`src/rtl/usb4_tick_gen.sv`:
```
// usb4_tick_gen
// N-channel fractional clock-enable generator on local_clk. Each channel runs
// an ACC_W-bit phase accumulator; the carry out of acc+inc is registered as a
// one-cycle tick strobe (average rate = f_clk * inc / 2^ACC_W). Channel 0 is
// the sideband reference: a small sequencer holds rst_out low until RST_HOLD
// channel-0 ticks have been seen after rst deasserts.
//
// Optional feature macro: USB4_TICK_ALIGN_EN
//   defined     : align_req clears every accumulator and tick on that edge so
//                 integer-ratio channels restart coherent.
//   not defined : align_req is accepted but ignored.
module usb4_tick_gen #(
  parameter int NUM_CH   = 4,
  parameter int ACC_W    = 32,
  parameter int RST_HOLD = 3
) (
  input  logic                    local_clk,
  input  logic                    rst,
  input  logic [NUM_CH-1:0]       ch_en,
  input  logic [NUM_CH*ACC_W-1:0] cfg_inc,
  input  logic [NUM_CH-1:0]       cfg_load,
  input  logic                    align_req,
  output logic [NUM_CH-1:0]       tick,
  output logic                    rst_out,
  output logic                    seq_busy
);

  typedef enum logic [1:0] {
    ST_RESET = 2'd0,
    ST_COUNT = 2'd1,
    ST_RUN   = 2'd2
  } seq_state_t;

  localparam logic [7:0] HOLD = 8'(RST_HOLD);

  logic [ACC_W-1:0] acc [NUM_CH];
  logic [ACC_W-1:0] inc [NUM_CH];
  logic [ACC_W:0]   sum [NUM_CH];
  logic             align_hit;
  seq_state_t       seq_state;
  logic [7:0]       hold_cnt;

`ifdef USB4_TICK_ALIGN_EN
  assign align_hit = align_req;
`else
  // Port kept for a stable interface; alignment is compiled out.
  logic unused_align;
  assign unused_align = align_req;
  assign align_hit    = 1'b0;
`endif

  // Per-channel sum with carry; the carry bit becomes the tick strobe.
  always_comb begin
    for (int i = 0; i < NUM_CH; i++) begin
      sum[i] = {1'b0, acc[i]} + {1'b0, inc[i]};
    end
  end

  // Accumulators, active increments and registered tick strobes. The sum
  // always uses the increment held before this edge, so a cfg_load only
  // affects accumulation from the following edge on.
  always_ff @(posedge local_clk) begin
    if (!rst) begin
      for (int i = 0; i < NUM_CH; i++) begin
        acc[i] <= '0;
        inc[i] <= '0;
      end
      tick <= '0;
    end else begin
      for (int i = 0; i < NUM_CH; i++) begin
        if (align_hit || !ch_en[i]) begin
          acc[i]  <= '0;
          tick[i] <= 1'b0;
        end else begin
          acc[i]  <= sum[i][ACC_W-1:0];
          tick[i] <= sum[i][ACC_W];
        end
        if (cfg_load[i]) begin
          inc[i] <= cfg_inc[i*ACC_W +: ACC_W];
        end
      end
    end
  end

  // Reset sequencer: counts registered channel-0 ticks after rst releases and
  // raises rst_out on the edge that observes the RST_HOLD-th one.
  always_ff @(posedge local_clk) begin
    if (!rst) begin
      seq_state <= ST_RESET;
      hold_cnt  <= '0;
      rst_out   <= 1'b0;
      seq_busy  <= 1'b0;
    end else begin
      case (seq_state)
        ST_RESET: begin
          seq_state <= ST_COUNT;
          hold_cnt  <= '0;
          rst_out   <= 1'b0;
          seq_busy  <= 1'b1;
        end
        ST_COUNT: begin
          if (tick[0]) begin
            hold_cnt <= hold_cnt + 8'd1;
            if (hold_cnt + 8'd1 == HOLD) begin
              seq_state <= ST_RUN;
              rst_out   <= 1'b1;
              seq_busy  <= 1'b0;
            end
          end
        end
        ST_RUN: begin
          rst_out  <= 1'b1;
          seq_busy <= 1'b0;
        end
        default: begin
          seq_state <= ST_RESET;
          hold_cnt  <= '0;
          rst_out   <= 1'b0;
          seq_busy  <= 1'b0;
        end
      endcase
    end
  end

endmodule
```
`config.mk`:
```
export PLATFORM = sky130hd
export DESIGN_NAME = usb4_tick_gen
export DESIGN_NICKNAME = d
export VERILOG_FILES = /design/src/rtl/usb4_tick_gen.sv
export SDC_FILE = /design/constraint.sdc
export NUM_CORES = 1
export LEC_CHECK = 0
export ABC_AREA = 1
export CAP_MARGIN = 40
export CELL_PAD_IN_SITES_DETAIL_PLACEMENT = 0
export CELL_PAD_IN_SITES_GLOBAL_PLACEMENT = 1
export CORE_ASPECT_RATIO = 1.25
export CORE_MARGIN = 1.5
export CORE_UTILIZATION = 44
export DETAILED_ROUTE_END_ITERATION = 6
export HOLD_SLACK_MARGIN = 0.06
export PLACE_DENSITY = 0.85
export SLEW_MARGIN = 0
export SYNTH_ARGS = -nofsm -noshare
export SYNTH_HDL_FRONTEND = slang
export SYNTH_SLANG_ARGS = --single-unit
```
`constraint.sdc`:
```
create_clock -name local_clk -period 2.55 [get_ports local_clk]
set_clock_uncertainty 0.2 [all_clocks]
set_input_delay 0.3825 -clock local_clk [delete_from_list [all_inputs] [get_ports local_clk]]
set_output_delay 0.3825 -clock local_clk [all_outputs]
set_load 0.005 [all_outputs]
```
==> impl_metrics.py <==
metrics = {
    "floorplanning": {
        "initial_core_util_pct": 44.5,
        "die_x_um": 185,
        "row_count": 83,
        "num_io_pins": 145,
        "core-area_um2": 41000,
        "dieArea_um2": 42700,
        "die_y_um": 231,
    },
    "clock_tree": {
        "cts-root-buf": "clkbuf_16",
        "post_cts_buffers": 0,
        "path_clk_slew_ps": 60,
        "cts_sinks": 272,
        "clkLatencyLatePin_ps": 580,
        "cts_tree": "built",
        "cts_buffer_depth": 3,
        "cts-htree-levels": 1,
        "numCtsBuffers": 30,
    },
    "cells_and_area": {
        "layout-drive-gt1-share_pct": 3.95,
        "synthToLayoutAreaGrowth_pct": 21.4,
        "seq_area_um2": 8010,
        "multi_input_area_um2": 9090,
        "fillers": 3980,
        "fin_nets": 3010,
    },
    "setup_path": {
        "r2r-end": "acc[2][18]",
        "criticalPathCategory": "flip-flop to flip-flop",
        "endpoint_kind": "flip-flop",
        "crit_fanout": 5,
        "r2r_slack_ps": 170,
        "worstSetupStartpointType": "flip-flop",
        "cp.arrival_ps": 2510,
        "r2r-start": "inc[2][0]",
        "r2r_cells": 14,
        "required_ps": 2680,
    },
    "hold_path": {
        "hold_path_end": "inc[0][14]",
        "hold_class": "input port to flip-flop",
        "hold_depth": 3,
        "hold_start": "cfg_inc[14]",
    },
    "global_routing": {
        "grt_pass1_vias": 15700,
        "grt_overflow": 0,
        "antenna_found_initial": 0,
        "grt_pass1_wl_mm": 74.2,
        "met1_usage_pct": 25.3,
        "grt_max_degree": 33,
        "grt_use_met3_pct": 2.49,
        "met2_usage_pct": 40.4,
        "grt_usage_pct": 21.7,
        "grt_most_used_layer": "met2",
    },
    "sta": {
        "hold_slack_ps": 240,
        "tns_ps": 0,
        "finalHoldViolCount": 0,
        "post-route-min-period_ps": 2380,
        "drv_slew": 0,
        "setup_viol": 0,
        "grt_setup_unrepaired": "false",
        "max_freq_mhz": 419,
        "fin_crit_sh_pct": 93.5,
        "layout_setup_ws_ps": 165,
    },
    "logic_synthesis": {
        "synth_top_cell_area_share_pct": 42.1,
        "synth-edff-count": 256,
        "synth_top_flop_cell": "edfxtp_1",
        "syn-instance-count": 2432,
        "ys_ff_latch": 272,
        "ys_types": 34,
        "synth_top_area_cell": "edfxtp_1",
        "ys_seq_area_share_pct": 43.9,
        "ys_top_cells_by_count": "nand2_1, inv_1, nor2_1, edfxtp_1, a21oi_1",
        "synth.most_common_cell": "nand2_1",
        "yosysWarnings": 0,
        "async_flop_share_pct": 0,
        "synth.cell_area_um2": 18300,
        "synthTopCellsByArea": "edfxtp_1, nand2_1, ha_1, inv_1, nor2_1",
        "syn_area_per_cell_um2": 7.51,
    },
    "drt": {
        "vias": 15900,
        "wirelength_mm": 45.2,
        "drc_errors": 0,
        "wl_per_cell_um": 13.7,
        "avgViaCountPerCell": 4.79,
        "postRouteAntennaNets": 0,
        "drt_iter0_markers": 701,
        "dr.pass1.iters": 6,
    },
    "place": {
        "portBuffers": 143,
        "globalplace.congestion": 0.941,
        "dpl.hpwl_mm": 35.8,
        "place_ws_ps": 120,
    },
    "pwr": {
        "ir_drop_v": 0.000539,
        "power_uw": 13200,
        "cellPowerDensity_nw_per_um2": 597,
        "leakagePower_uw": 0.0106,
    },
    "run": {
        "cap_violations": 0,
    },
    "status": {
        "status": "complete, no violations",
    },
}
layout make-up:
| cell class | instances | area share, % |
|---|---|---|
| Antenna cell | 1 | 0.0113 |
| Clock buffer | 35 | 3.57 |
| Clock inverter | 20 | 1.27 |
| Inverter | 417 | 7.06 |
| Multi-Input combinational cell | 1847 | 41.0 |
| Sequential cell | 272 | 36.1 |
| Tap cell | 552 | 3.12 |
| Timing Repair Buffer | 166 | 7.80 |
worst max-delay path, stage by stage, from the launching register on:
cell and delay (ps):
edfxtp_1 370, ha_2 210, fa_1 380, nand2_1 80
inv_1 50, nand2_1 60, nand2_2 90, nand2_1 70
nand2_1 100, nand2_1 110, nand2_2 80, nand3_1 70
nand2_1 100, nor2_1 100, nor2_1 50
stage by stage:
stage	cell area (um2)	utilization (%)	std cells
after floorplan	18700	-	2559
after global placement	21100	51.3	3254
after detailed placement	21100	51.3	3254
after CTS	22100	53.9	3309
after global routing	22200	54.0	3309
final	22200	54.0	3310
repair_timing:
action | in CTS | in global routing
hold buffers | 0 | 0
setup endpoints to repair | 0 | 18
resized for setup | 0 | 12
routing by layer:
layer	share of wire [%]	vias up	wire, um
met3	3.9	84	1750
met1	43	7099	19300
li1	-	8395	-
met2	50	293	22800
met5	0	-	0
met4	3.1	0	1410
cell usage in the layout (no fill, tap or decap), types with 16 or more instances in the layout:
master and count:
a21oi_1 238, clkbuf_16 31, clkdlybuf4s50_1 143, conb_1 128, dfxtp_1 16, edfxtp_1 256, ha_1 132, inv_1 413
nand2_1 595, nand2_2 19, nand3_1 74, nor2_1 404, nor3_1 35, o21ai_0 142
registers in the layout (all words and copies together), names as in the netlist:
register	flops
acc	128
inc	128
hold_cnt	8
tick	4
seq_state	2
rst_out	1
seq_busy	1
kinds of logic after synthesis:
group	after synthesis	synth area share (%)
fa+ha+maj	137	9.56
flops	272	43.9
simple gates	1171	25.8
buf+inv	440	9.08
compound gates	411	11.7
other cells	1	0.0205
worst max path at each step:
stage	from	end	slack, ps	cells past startpoint
3_5_place_dp	inc[0][0]	acc[0][22]	120	14
5_1_grt	inc[1][6]	acc[1][23]	3	11
6_report	inc[2][0]	acc[2][18]	170	14
3_3_place_gp	inc[0][0]	acc[0][30]	120	14
4_1_cts	inc[0][0]	acc[0][30]	100	14
2_1_floorplan	inc[2][0]	acc[2][26]	400	14
power by group:
group	switching, uW	internal, uW	total [uW]
combinational	1940	1100	3040
sequential	157	5310	5470
clock	1810	2920	4730
(Power assumes the default switching activity.)
